### src/rtl/sdram_init_seq.sv
// sdram_init_seq
// Power-up initialisation sequencer for the SDRAM command bus. After reset it
// waits T_PWRUP clocks, issues PRECHARGE-ALL, NUM_REFRESH AUTO-REFRESH
// commands spaced T_RFC apart, and a LOAD MODE REGISTER, then raises
// sdr_init_done. While done, an init_req pulse reruns the sequence from
// PRECHARGE without the power-up wait.
//
// Ports
//   sdram_clk      : clock, rising edge
//   sdram_resetn   : synchronous active-low reset
//   cfg_mode_reg   : mode register value, sampled on the edge that issues LMR
//   init_req       : re-initialisation request, honoured only while done
//   sdr_cke        : clock enable (low only while in reset)
//   sdr_cs_n/ras_n/cas_n/we_n : command pins, IDLE = 1111
//   sdr_addr/sdr_ba: address and bank buses
//   sdr_init_done  : high while initialisation is complete
module sdram_init_seq #(
  parameter int SDR_AW      = 13,
  parameter int SDR_BW      = 2,
  parameter int T_PWRUP     = 100,
  parameter int T_RP        = 2,
  parameter int T_RFC       = 8,
  parameter int NUM_REFRESH = 8,
  parameter int T_MRD       = 2
) (
  input  logic              sdram_clk,
  input  logic              sdram_resetn,
  input  logic [SDR_AW-1:0] cfg_mode_reg,
  input  logic              init_req,
  output logic              sdr_cke,
  output logic              sdr_cs_n,
  output logic              sdr_ras_n,
  output logic              sdr_cas_n,
  output logic              sdr_we_n,
  output logic [SDR_AW-1:0] sdr_addr,
  output logic [SDR_BW-1:0] sdr_ba,
  output logic              sdr_init_done
);

  localparam int MAX_A = (T_PWRUP > T_RP) ? T_PWRUP : T_RP;
  localparam int MAX_B = (T_RFC > T_MRD) ? T_RFC : T_MRD;
  localparam int MAX_P = (MAX_A > MAX_B) ? MAX_A : MAX_B;
  localparam int CW    = $clog2(MAX_P) + 1;
  localparam int RW    = $clog2(NUM_REFRESH) + 1;

  localparam logic [3:0] CMD_IDLE = 4'b1111;
  localparam logic [3:0] CMD_PRE  = 4'b0010;
  localparam logic [3:0] CMD_REF  = 4'b0001;
  localparam logic [3:0] CMD_LMR  = 4'b0000;

  typedef enum logic [3:0] {
    S_RST, S_PWRUP, S_PRE, S_WRP, S_REF, S_WRFC, S_LMR, S_WMRD, S_DONE
  } state_t;

  state_t            state, state_nxt;
  logic [CW-1:0]     cnt, cnt_nxt;
  logic [RW-1:0]     ref_cnt, ref_nxt;
  logic [3:0]        cmd_nxt;
  logic [SDR_AW-1:0] addr_nxt;
  logic              done_nxt;
  logic              more_refresh;

  // ref_cnt already includes the REFRESH just issued
  assign more_refresh = (ref_cnt < RW'(NUM_REFRESH));

  always_comb begin
    state_nxt = state;
    cnt_nxt   = cnt;
    ref_nxt   = ref_cnt;
    case (state)
      S_RST: begin
        state_nxt = S_PWRUP;
        cnt_nxt   = CW'(T_PWRUP - 1);
      end
      S_PWRUP: begin
        if (cnt == '0) state_nxt = S_PRE;
        else           cnt_nxt   = cnt - 1'b1;
      end
      S_PRE: begin
        if (T_RP > 1) begin
          state_nxt = S_WRP;
          cnt_nxt   = CW'(T_RP - 2);
        end else begin
          state_nxt = S_REF;
        end
      end
      S_WRP: begin
        if (cnt == '0) state_nxt = S_REF;
        else           cnt_nxt   = cnt - 1'b1;
      end
      S_REF: begin
        if (T_RFC > 1) begin
          state_nxt = S_WRFC;
          cnt_nxt   = CW'(T_RFC - 2);
        end else begin
          state_nxt = more_refresh ? S_REF : S_LMR;
        end
      end
      S_WRFC: begin
        if (cnt == '0) state_nxt = more_refresh ? S_REF : S_LMR;
        else           cnt_nxt   = cnt - 1'b1;
      end
      S_LMR: begin
        if (T_MRD > 1) begin
          state_nxt = S_WMRD;
          cnt_nxt   = CW'(T_MRD - 2);
        end else begin
          state_nxt = S_DONE;
        end
      end
      S_WMRD: begin
        if (cnt == '0) state_nxt = S_DONE;
        else           cnt_nxt   = cnt - 1'b1;
      end
      S_DONE: begin
        // Re-init reuses PWRUP with a zero count: one idle cycle with done
        // low, then PRECHARGE, and CKE never drops.
        if (init_req) begin
          state_nxt = S_PWRUP;
          cnt_nxt   = '0;
        end
      end
      default: state_nxt = S_RST;
    endcase

    if (state_nxt == S_PRE) ref_nxt = '0;
    if (state_nxt == S_REF) ref_nxt = ref_cnt + 1'b1;
  end

  // Outputs are decoded from the next state and registered, so every pin
  // reflects the state entered on the same edge.
  always_comb begin
    cmd_nxt  = CMD_IDLE;
    addr_nxt = '0;
    case (state_nxt)
      S_PRE: begin
        cmd_nxt      = CMD_PRE;
        addr_nxt[10] = 1'b1;
      end
      S_REF:   cmd_nxt = CMD_REF;
      S_LMR: begin
        cmd_nxt  = CMD_LMR;
        addr_nxt = cfg_mode_reg;
      end
      default: cmd_nxt = CMD_IDLE;
    endcase
    done_nxt = (state_nxt == S_DONE);
  end

  always_ff @(posedge sdram_clk) begin
    if (!sdram_resetn) begin
      state         <= S_RST;
      cnt           <= '0;
      ref_cnt       <= '0;
      sdr_cke       <= 1'b0;
      sdr_cs_n      <= 1'b1;
      sdr_ras_n     <= 1'b1;
      sdr_cas_n     <= 1'b1;
      sdr_we_n      <= 1'b1;
      sdr_addr      <= '0;
      sdr_ba        <= '0;
      sdr_init_done <= 1'b0;
    end else begin
      state         <= state_nxt;
      cnt           <= cnt_nxt;
      ref_cnt       <= ref_nxt;
      sdr_cke       <= 1'b1;
      sdr_cs_n      <= cmd_nxt[3];
      sdr_ras_n     <= cmd_nxt[2];
      sdr_cas_n     <= cmd_nxt[1];
      sdr_we_n      <= cmd_nxt[0];
      sdr_addr      <= addr_nxt;
      sdr_ba        <= '0;
      sdr_init_done <= done_nxt;
    end
  end

endmodule

### config.mk
export PLATFORM = sky130hd
export DESIGN_NAME = sdram_init_seq
export DESIGN_NICKNAME = d
export VERILOG_FILES = /design/src/rtl/sdram_init_seq.sv
export SDC_FILE = /design/constraint.sdc
export NUM_CORES = 1
export LEC_CHECK = 0
export ABC_AREA = 1
export BUFFER_PORTS_ARGS = -buffer_cell sky130_fd_sc_hd__buf_2
export CORE_ASPECT_RATIO = 1.4
export CORE_UTILIZATION = 52
export CTS_CLUSTER_DIAMETER = 30
export CTS_CLUSTER_SIZE = 12
export DETAILED_ROUTE_END_ITERATION = 8
export GPL_TIMING_DRIVEN = 1
export PLACE_DENSITY = 0.85
export REMOVE_ABC_BUFFERS = 1
export SYNTH_ARGS = -nofsm -noshare
export SYNTH_HDL_FRONTEND = slang
export SYNTH_SLANG_ARGS = --single-unit
### constraint.sdc
create_clock -name sdram_clk -period 2.05 [get_ports sdram_clk]
set_input_delay 0.41 -clock sdram_clk [delete_from_list [all_inputs] [get_ports sdram_clk]]
set_output_delay 0.41 -clock sdram_clk [all_outputs]
set_load 0.1 [all_outputs]
Word level (Yosys, flattened, before mapping) --
Cells that the tools add are included.
Cells by class: reductions and logical operators 8, $add $sub $neg 2, eq/ne operators 14, muxes and demuxes 15, magnitude comparators 1
Operator list (number):
- $pmux W8 S5 | 1
- $pmux W4 S9 | 1
- $mux W4 | 7
- $eq A4 B3 Y1 const B | 6
- $mux W8 | 2
- $eq A4 B2 Y1 const B | 3
- $pmux W4 S3 | 1
- $eq A4 B4 Y1 const B | 2
- $logic_not A8 Y1 | 1
- $sub A8 B1 Y8 const B | 1
- $reduce_bool A5 Y1 | 1
- $add A4 B1 Y4 const B | 1
- $eq A4 B1 Y1 const B | 1
- $logic_not A4 Y1 | 1
- $lt A4 B4 Y1 const B | 1
- $ne A2 B2 Y1 const B | 2
- $reduce_or A4 Y1 | 1
- $reduce_and A3 Y1 | 1
- $mux W2 | 1
- $pmux W1 S2 | 1
- $reduce_and A2 Y1 | 1
- $reduce_bool A2 Y1 | 1
- $reduce_or A2 Y1 | 1
- $mux W1 | 1
Word-level totals: input bits 16, output and inout port bits 21, logic and storage cells 51, register bits 35

Depth between registers and ports, before layout --
word-level depth 7, gate-level depth with buffers 13

Least setup slack after synthesis --
Ideal clock, no wire load.
path kind register to output, from reg, netlist name sdr_cs_n, to out sdr_ras_n, path slack 0.284 ns, path buffers 1, stages on the path, launching flop included 2, required time 1.640 ns, arrival time 1.356 ns, path through dfxtp_1 > buf_4
RTL lines:
- end: declaration | RTL line 32 | output logic sdr_ras_n,

Final worst setup path --
from reg cnt[0], to reg sdr_addr[4]
Between the ends: word-level cells in the longest chain between the ends 5, elaborated cells between the ends (all ways) 8, classes of those cells eq/ne (1); mux (5); reduce/logical (2)
Ends and longest elaborated chain:
- start: declaration | RTL line 56 | logic [CW-1:0] cnt, cnt_nxt;
- start signal: assignment | RTL line 165 | cnt <= cnt_nxt;
- $logic_not A8 Y1 *
- $mux W4 (on tied branches)
- $pmux W4 S9 * | RTL line 70 | case (state)
- $eq A4 B3 Y1 * | RTL line 135 | case (state_nxt)
- $reduce_and A2 Y1 (no line) *
- end signal: assignment | RTL line 172 | sdr_addr <= addr_nxt;
- end: declaration | RTL line 35 | output logic [SDR_AW-1:0] sdr_addr,
Mark *: on every way between the ends. The rest lies on a longest branch, timed or not. A chain may end at the register's enable or synchronous reset.

==> reports/results.tsv <==
metric	value	unit
status	finished clean	
dpl ws	160	ps
grt met2 use	38.0	%
Final nets	249	
largest family of logic cells by synthesized area	simple AND/OR/NAND/NOR gates	
crit end category	flop	
post-synthesis adder-cell area fraction	1.66	%
final hold slack	270	ps
f_max	517	MHz
Die Height	65.6	um
clk root buf	clkbuf_4	
worst reg2reg endpoint	sdr_addr[4]	
vias post-DR	1311	
Core Rows	22	
WL/cell	11.6	um
worst reg2reg path startpoint	cnt[0]	
r2r setup slk	120	ps
grt met3 use	4.67	%
synthesis-to-layout area growth	18.6	%
Pins Over Slew Limit	0	
die area	0.00311	mm^2
Vias/cell	4.89	
largest net degree at the start of global routing	13	
initial antenna violation count	0	
maximum vdd ir drop	0.000629	V
Leakage Power	0.910	nW
buffer depth of the longest clock path	2	
Post-Synthesis Cell Area	0.00150	mm^2
Post-synth EDFFs	0	
Initial Util	56.3	%
share of cells above drive strength 1	31.5	%
area leader, netlist	dfxtp_1	
startpoint class of the critical path	flop	
critical path endpoint	sdr_addr[4]	
Mapped Avg Cell Area	7.87	um^2
Final TNS setup	0	ps
Synth Flop Type	dfxtp_1	
mux cell area share after synthesis	0	%
Seq/Total Area, Yosys	45.3	%
WS Path Type	flop to flop	
final wirelength	3110	um
GR peak layer	met2	
Total GRT Usage	23.0	%
H-tree lvl count	2	
core area	0.00267	mm^2
Post-DRT Antenna Nets	0	
Die Wd	47.5	um
max-cap violations	0	
WP data required	2330	ps
XOR/XNOR Fraction of Synth Area	2.33	%
met1 global-route usage	25.1	%
post-synthesis async set-or-reset flop share	0	%
CP startpoint	cnt[0]	
Antenna Cells	0	
Final Wtd Congestion	0.922	
Final setup violation count	0	
final worst-path setup slack	117	ps
largest cells by area after synthesis	dfxtp_1, inv_1, nand2_1	
number of port buffers	34	
cells on worst reg2reg path	11	
Final Skew	9.73	ps
total grt overflow	0	
Yosys cell types	30	
first-pass GRT wire length	5020	um
worst-path fanout max	12	
Sink Count	34	
Ports	37	
Cells after Synth	191	
Worst Path Arrival	2210	ps
TritonCTS clock tree	built	
drt drc	0	
number of global-route vias before repair	1275	
area share of the largest cell type after synthesis	45.3	%
Synth warnings	0	
FF+latch count, synth	34	
CTS Buf Count	5	
Initial DRC Count	37	
pwr/cell area	928	mW/mm^2
Worst-Skew Late Latency	340	ps
fin crit period	1930	ps
CTS clk-pin slew, worst paths	100	ps
post-synthesis compound-gate area fraction	11.0	%
drt first pass iters	4	
final hold viol count	0	
Synth Area in Simple Gates	28.2	%
post-layout power	1.66	mW
Final Cycle Share	94.3	%
hold buffer count at cts	0	
worst hold path type	input port to flop	
dpl hpwl	2300	um
[power by group]
part / total [mW] / leakage [nW] / internal [mW] / switching [mW]
combinational: 0.432 / 0.589 / 0.147 / 0.285
clock: 0.481 / 0.0450 / 0.252 / 0.228
sequential: 0.744 / 0.277 / 0.706 / 0.0371
total: 1.66 / 0.910 / 1.11 / 0.550
[area by class of cell]
cell class / instances / area (um^2)
Inverter: 36 / 136
Clock inverter: 3 / 40.0
Clock buffer: 5 / 37.5
Tap cell: 36 / 45.0
Multi-Input combinational cell: 118 / 659
Sequential cell: 34 / 681
Fill cell: 236 / 886
Timing Repair Buffer: 36 / 185
[logic make-up (layout without fill, tap and decap cells)]
kind of cell,count (synthesis),count (layout)
compound gates,28,28
xor+xnor,4,4
fa+ha+maj,2,2
buf+inv,40,80
flops,34,34
other cells,1,2
simple gates,82,82
[sequential cells by signal (all words and copies together) (netlist names)]
register       count
sdr_cs_n           1
ref_cnt            4
sdr_init_done      1
cnt                8
sdr_cas_n          1
state              4
sdr_cke            1
sdr_addr          13
sdr_we_n           1
[metal layers]
| layer | vias to the layer above | wire, um |
|---|---|---|
| li1 | 671 | - |
| met1 | 589 | 1240 |
| met2 | 44 | 1650 |
| met3 | 7 | 142 |
| met4 | 0 | 81 |
| met5 | - | 0 |
[worst min path at each step]
stage | startpoint | endpoint | slack, ps | cells after the start
floorplan | sdram_resetn | sdr_cke | 440 | 0
global placement | cnt[1] | cnt[1] | 500 | 2
detailed placement | cnt[1] | cnt[1] | 500 | 2
CTS | cfg_mode_reg[12] | sdr_addr[12] | 260 | 3
global route | cfg_mode_reg[12] | sdr_addr[12] | 260 | 3
finish | cfg_mode_reg[12] | sdr_addr[12] | 270 | 3
[timing repair]
| action | 4_1_cts | 5_1_grt |
|---|---|---|
| setup buffers | 0 | 2 |
| endpoints found under the setup margin | 0 | 3 |
| gates resized for setup | 0 | 1 |
[cells in the mapped netlist, drive strengths merged, types with 2 or more instances]
master and n:
a21oi 8, nor2 29, inv 35, xor2 3
dfxtp 34, nand3 15, nor3 4, buf 4
nand2 32, o22ai 2, o21ai 14, ha 2
[metrics by stage]
step	util, %	std cells	cell area (um^2)
after floorplan	-	188	1470
after global placement	63.3	258	1690
after detailed placement	63.3	258	1690
after CTS	66.2	266	1770
after global routing	66.8	268	1780
final	66.8	268	1780
[critical path, cell delays in order (launching register included)]
cell,delay (ps)
dfxtp_1,330
inv_1,100
ha_2,220
nand3_1,150
nor2_4,180
nand2_2,90
a21oi_4,240
buf_4,150
nand2_1,60
inv_2,80
nand2_4,140
nor2_2,130
[cell usage in the layout, fill, tap and decap left out, types with 2 or more instances in the layout]
cell      instances
clkbuf_4          5
o22ai_1           2
clkinv_2          3
xor2_1            3
nand3_2           2
nor2_4            3
nor3_1            4
nor2_1           15
a21oi_1           7
conb_1            2
nand2_1          26
buf_2            34
nand3_1          13
inv_1            32
o21ai_0          13
nand2_2           5
nor2_2           11
dfxtp_1          34
inv_2             3
buf_4             2
Note: power is estimated with default switching activity, not from simulation.
